**src/rtl/ptp_rx_parser.sv**
```systemverilog
// ptp_rx_parser: parses IEEE1588v2 headers from the PTP UDP payload byte stream and queues one
// {msgType, seqId, sec, ns} record per valid frame; firmware reads and pops records over Wishbone.
// Latency: record visible in STATUS 2 cycles after the tlast beat. Backpressure: none, tready=1 after reset.
// Optional feature macro PTP_RX_TUSER_EN adds s_axis_tuser; tuser on the tlast beat drops the frame.
module ptp_rx_parser #(
   parameter int FIFO_DEPTH = 4
) (
   input  logic        clk,
   input  logic        rst,
   input  logic [7:0]  s_axis_tdata,
   input  logic        s_axis_tvalid,
   output logic        s_axis_tready,
   input  logic        s_axis_tlast,
`ifdef PTP_RX_TUSER_EN
   input  logic        s_axis_tuser,
`endif
   input  logic [31:0] wbs_addr_i,
   input  logic [31:0] wbs_data_i,
   output logic [31:0] wbs_data_o,
   input  logic        wbs_we_i,
   input  logic        wbs_stb_i,
   output logic        wbs_ack_o,
   output logic        rx_irq_o
);
   localparam int AW = $clog2(FIFO_DEPTH);

   typedef struct packed {
      logic [3:0]  msg_type;
      logic [15:0] seq_id;
      logic [31:0] sec;
      logic [31:0] ns;
   } rec_t;

   typedef enum logic [1:0] {IDLE = 2'd0, HDR = 2'd1, COMMIT = 2'd2} state_t;

   state_t          state_q, state_nxt;
   rec_t            rec_q;
   rec_t            head;
   rec_t            mem_q [FIFO_DEPTH];
   logic [3:0]      version_q;
   logic [5:0]      idx_q, cur_idx;
   logic [AW-1:0]   wr_ptr_q, rd_ptr_q;
   logic [4:0]      count_q, count_nxt;
   logic [15:0]     drop_cnt_q;
   logic [31:0]     rx_cnt_q;
   logic            ovf_q;
   logic            beat, type_ok, frame_ok, tuser_err;
   logic            push_req, frame_drop, push_ok, ovf_evt, pop;
   logic            not_empty, full;
   logic            wb_fire, ovf_clr;
   logic [2:0]      reg_sel;
   logic [31:0]     rdata;
   logic            unused_bits;

`ifdef PTP_RX_TUSER_EN
   assign tuser_err = s_axis_tuser;
`else
   assign tuser_err = 1'b0;
`endif

   assign beat      = s_axis_tvalid & s_axis_tready;
   // A beat seen outside HDR is always byte 0 of a new frame.
   assign cur_idx   = (state_q == HDR) ? idx_q : 6'd0;
   assign type_ok   = (rec_q.msg_type == 4'h0) | (rec_q.msg_type == 4'h1) |
                      (rec_q.msg_type == 4'h8) | (rec_q.msg_type == 4'h9);
   assign frame_ok  = (cur_idx >= 6'd43) & (version_q == 4'd2) & type_ok & ~tuser_err;

   assign not_empty = (count_q != 5'd0);
   assign full      = (count_q == 5'(FIFO_DEPTH));
   assign head      = mem_q[rd_ptr_q];

   assign reg_sel   = wbs_addr_i[4:2];
   assign wb_fire   = wbs_stb_i & ~wbs_ack_o;
   assign pop       = wb_fire & wbs_we_i & (reg_sel == 3'd4) & not_empty;
   assign ovf_clr   = wb_fire & wbs_we_i & (reg_sel == 3'd0) & wbs_data_i[1];
   // A simultaneous pop frees the slot, so a push into a full FIFO still lands.
   assign push_ok   = push_req & (~full | pop);
   assign ovf_evt   = push_req & full & ~pop;

   assign unused_bits = &{1'b0, wbs_addr_i[31:5], wbs_addr_i[1:0], wbs_data_i[31:2], wbs_data_i[0]};

   // FSM state register
   always_ff @(posedge clk) begin
      if (rst) state_q <= IDLE;
      else     state_q <= state_nxt;
   end

   // FSM next state: frames end on tlast, valid ones take one COMMIT cycle
   always_comb begin
      state_nxt = state_q;
      case (state_q)
         IDLE, COMMIT: state_nxt = (beat && !s_axis_tlast) ? HDR : IDLE;
         HDR:          if (beat && s_axis_tlast) state_nxt = frame_ok ? COMMIT : IDLE;
         default:      state_nxt = IDLE;
      endcase
   end

   // FSM outputs: push request in COMMIT, drop on any frame ending without qualifying
   always_comb begin
      push_req   = 1'b0;
      frame_drop = 1'b0;
      case (state_q)
         IDLE, COMMIT: frame_drop = beat & s_axis_tlast;
         HDR:          frame_drop = beat & s_axis_tlast & ~frame_ok;
         default:      frame_drop = 1'b0;
      endcase
      if (state_q == COMMIT) push_req = 1'b1;
   end

   // Byte index and header field capture
   always_ff @(posedge clk) begin
      if (rst) begin
         idx_q     <= 6'd0;
         version_q <= 4'd0;
         rec_q     <= '0;
      end else if (beat) begin
         idx_q <= (cur_idx == 6'd63) ? 6'd63 : cur_idx + 6'd1;
         case (cur_idx)
            6'd0:  rec_q.msg_type      <= s_axis_tdata[3:0];
            6'd1:  version_q           <= s_axis_tdata[3:0];
            6'd30: rec_q.seq_id[15:8]  <= s_axis_tdata;
            6'd31: rec_q.seq_id[7:0]   <= s_axis_tdata;
            6'd36: rec_q.sec[31:24]    <= s_axis_tdata;
            6'd37: rec_q.sec[23:16]    <= s_axis_tdata;
            6'd38: rec_q.sec[15:8]     <= s_axis_tdata;
            6'd39: rec_q.sec[7:0]      <= s_axis_tdata;
            6'd40: rec_q.ns[31:24]     <= s_axis_tdata;
            6'd41: rec_q.ns[23:16]     <= s_axis_tdata;
            6'd42: rec_q.ns[15:8]      <= s_axis_tdata;
            6'd43: rec_q.ns[7:0]       <= s_axis_tdata;
            default: ;
         endcase
      end
   end

   // Record storage; contents need no reset since count gates every read
   always_ff @(posedge clk) begin
      if (push_ok) mem_q[wr_ptr_q] <= rec_q;
   end

   // Next occupancy, shared by the count register and the interrupt
   always_comb begin
      count_nxt = count_q;
      if (push_ok && !pop)      count_nxt = count_q + 5'd1;
      else if (pop && !push_ok) count_nxt = count_q - 5'd1;
   end

   // FIFO pointers, counters, overflow flag, interrupt and stream ready
   always_ff @(posedge clk) begin
      if (rst) begin
         wr_ptr_q      <= '0;
         rd_ptr_q      <= '0;
         count_q       <= 5'd0;
         drop_cnt_q    <= 16'd0;
         rx_cnt_q      <= 32'd0;
         ovf_q         <= 1'b0;
         rx_irq_o      <= 1'b0;
         s_axis_tready <= 1'b0;
      end else begin
         s_axis_tready <= 1'b1;
         count_q       <= count_nxt;
         rx_irq_o      <= (count_nxt != 5'd0);
         drop_cnt_q    <= drop_cnt_q + 16'(frame_drop) + 16'(ovf_evt);
         if (push_ok) begin
            wr_ptr_q <= wr_ptr_q + AW'(1);
            rx_cnt_q <= rx_cnt_q + 32'd1;
         end
         if (pop) rd_ptr_q <= rd_ptr_q + AW'(1);
         if (ovf_evt)      ovf_q <= 1'b1;
         else if (ovf_clr) ovf_q <= 1'b0;
      end
   end

   // Register read mux; head fields read as 0 when nothing is queued
   always_comb begin
      rdata = 32'd0;
      case (reg_sel)
         3'd0:    rdata = {drop_cnt_q, 8'd0, count_q[3:0], 2'b00, ovf_q, not_empty};
         3'd1:    if (not_empty) rdata = {head.seq_id, 12'd0, head.msg_type};
         3'd2:    if (not_empty) rdata = head.sec;
         3'd3:    if (not_empty) rdata = head.ns;
         3'd5:    rdata = rx_cnt_q;
         default: rdata = 32'd0;
      endcase
   end

   // Wishbone acknowledge and registered read data, one ack per strobe acceptance
   always_ff @(posedge clk) begin
      if (rst) begin
         wbs_ack_o  <= 1'b0;
         wbs_data_o <= 32'd0;
      end else begin
         wbs_ack_o  <= wb_fire;
         wbs_data_o <= wb_fire ? rdata : 32'd0;
      end
   end
endmodule

```
**config.mk**
```make
export PLATFORM = sky130hd
export DESIGN_NAME = ptp_rx_parser
export DESIGN_NICKNAME = d
export VERILOG_FILES = /design/src/rtl/ptp_rx_parser.sv
export SDC_FILE = /design/constraint.sdc
export NUM_CORES = 1
export LEC_CHECK = 0
export ABC_AREA = 1
export CORE_MARGIN = 3
export CORE_UTILIZATION = 45
export DETAILED_ROUTE_END_ITERATION = 16
export PLACE_DENSITY = 0.63
export RECOVER_POWER = 25
export SLEW_MARGIN = 20
export SYNTH_ARGS = -nofsm -noshare
export SYNTH_HDL_FRONTEND = slang
export SYNTH_SLANG_ARGS = --single-unit
```
**constraint.sdc**
```tcl
create_clock -name clk -period 14.4 [get_ports clk]
set_clock_uncertainty 0.15 [all_clocks]
set_input_delay 2.88 -clock clk [delete_from_list [all_inputs] [get_ports clk]]
set_output_delay 2.88 -clock clk [all_outputs]
set_load 0.1 [all_outputs]
```
==> flow_summary.toml <==
[power_and_ir_drop]
p_leak_nw = 8.267
p_total_mw = 3.070
p_per_area_mw_per_mm2 = 126.7
vdd_ir_drop_max_v = 0.00009306

[setup_path]
slowest_delay_ns = 0.45
critPathSlowestCell = "clkdlybuf4s50_1"
cp_cell_sequence = "clkdlybuf4s50_1 -> nand2_1 -> inv_1 -> nand2_1 -> a21oi_1 -> fa_1 -> ha_1 -> nand2_1 -> nor2_1 -> inv_1 -> nor2_1 -> nand3_1 -> nand3b_1 -> o21ai_0 -> a21oi_1"
critPathArrivalTime_ns = 6.01
required_ns = 14.74
crit_fanout = 14
critPathTopFamily = "simple AND/OR/NAND/NOR gates"
path_buf_inv = 3
timing.critical_path.to_type = "flop"
startpoint_type = "input pin"
path_class = "in2reg"
crit_top_cell = "nand2_1"

[yosys]
ys_ff_latch = 527
ys_seq_area_share_pct = 64.66
dominantRegCellSynth = "edfxtp_1"
synth.most_common_cell = "nor2_1"
synth_area_leaders = "edfxtp_1, dfxtp_1, o21ai_0"
yosys_warnings = 0
synth_edf_count = 336
synth.largest_area_cell = "edfxtp_1"
syn_inst = 2144
synth_nets = 2235
synth_top_area_share_pct = 46.89
synthArstFlopShare_pct = 0
synth_cell_types = 47
synth_common_cells = "nor2_1, edfxtp_1, nand2_1"
synth_area_per_cell_um2 = 10.04
synth_area_mm2 = 0.02152

[finish]
drive_gt1_share_pct = 6.770
stdcell_count = 2808
area_growth_pct = 12.61
diodes = 0
fin_area_mm2 = 0.02423
fin_nets = 2248

[route]
via_per_inst = 5.410
drt-initial-drc-count = 1311
wire_per_inst_um = 19.07
drtPass1Iterations = 6
drc = 0
routed-via-count = 15190
ant_nets = 0
wl_um = 53550

[flow_run]
cap_viol_max_count = 0

[placement]
dp.cells = 2710
place_area_mm2 = 0.02243
port_buffers = 52
pre_cts_ws_ns = 8.106
dp_hpwl_um = 31250
gp_congestion = 0.8964

[timing]
setup_viol = 0
setup_tns_ns = 0
timing.fmax_ghz = 0.1764
slew_headroom_pct = 31.05
maxSlewViolCount = 0
finalCritPeriodShare_pct = 39.37
tightest_slew_ns = 1.030
worst_slack_ns = 8.731
rsz0062_at_grt = "false"
finalCriticalPeriod_ns = 5.669
hold_viol_final = 0

[clocking]
clk_latency_ns = 0.60
holdBufCountCts = 0
clk_path_buf_depth = 3
cts-htree-levels = 2
cts_tree = "yes"
cts-buffers-inserted = 52
clk_pin_slew_ns = 0.06
post_cts_resized = 0
clockRootBuffer = "clkbuf_16"
cts_setup_buffers = 0
clock_sinks = 527

[floorplan]
die_w_um = 224.7
die_area_mm2 = 0.05047
core_mm2 = 0.04685
pin_count = 113
rows = 79
start_util_pct = 45.92
die_h_um = 224.7

[global_route]
grt_usage_pct = 21.22
grt_antenna_before_repair = 3
overflow = 0
grt_max_degree = 115
grt_pass1_vias = 14620
grt_pass1_wl_um = 83470

[run_status]
status = "finished, final reports clean"

[worst_hold_path]
hold_path.class = "reg2reg"
[stage by stage]
stage	hold slack, ns	util (%)
after global routing	0.3148	51.71
after global placement	0.2825	47.87
after floorplan	0.2738	-
after CTS	0.2958	51.71
after detailed placement	0.2868	47.87
final	0.2952	51.71
[routing by layer]
layer	vias up	wire, um	GRT usage (%)
li1	7377	-	-
met1	7292	23350	28.96
met2	451	25440	35.38
met3	70	3411	3.093
met4	0	1353	6.541
met5	-	0	0
[worst min-delay path, cell delays in order (launching register included)]
cell and delay [ns]:
dfxtp_1 0.31, inv_1 0.05, a21oi_1 0.05
[final timing paths]
path                            cells past startpoint          start  slack (ns)             end
worst max register to register                     15     count_q[0]       10.38  drop_cnt_q[14]
worst min register to register                      2   version_q[0]        0.30    version_q[0]
worst min-delay path                                2   version_q[0]        0.30    version_q[0]
worst max-delay path                               15  s_axis_tvalid        8.73  drop_cnt_q[14]
[placed cells by master, fill, tap and decap left out, types with 43 or more instances in the layout]
cell / instances
nand3_1: 77
nor2_1: 372
o21ai_0: 297
a21oi_1: 98
nand2_1: 311
clkdlybuf4s50_1: 51
o22ai_1: 43
inv_1: 119
clkbuf_16: 52
edfxtp_1: 336
dfxtp_1: 189
[logic make-up after synthesis]
kind of cell             share of synthesized area, %
flip-flops                                      64.66
AND/OR/NAND/NOR                                 16.74
buffers and inverters                           4.861
XOR/XNOR                                       0.7734
adder cells (fa/ha/maj)                        0.7908
AO/OA/AOI/OAI                                   12.18
[power by group]
part / total [mW] / leakage, nW / switching [mW] / internal [mW]
clock: 1.42 / 0.872 / 0.571 / 0.846
sequential: 1.59 / 4.65 / 0.00227 / 1.59
combinational: 0.0609 / 2.74 / 0.0466 / 0.0142
[sequential cells by signal, summed over array words and instances (netlist names), 2 cells and up, named ones only]
signal / cells
mem_q: 336
count_q: 5
wr_ptr_q: 2
rec_q: 84
state_q: 2
version_q: 4
rd_ptr_q: 2
wbs_data_o: 32
drop_cnt_q: 16
idx_q: 6
rx_cnt_q: 32
[cell type report]
type / instances / area [um^2]
multi-input cells: 1374 / 6598
clock buffers: 75 / 1448
flip-flops and latches: 527 / 13920
well taps: 607 / 759.5
inverters: 133 / 506.7
clock inverters: 23 / 350.3
repair buffers: 69 / 646.9
fillers: 4192 / 22620
Note: power is estimated with default switching activity, not from simulation.
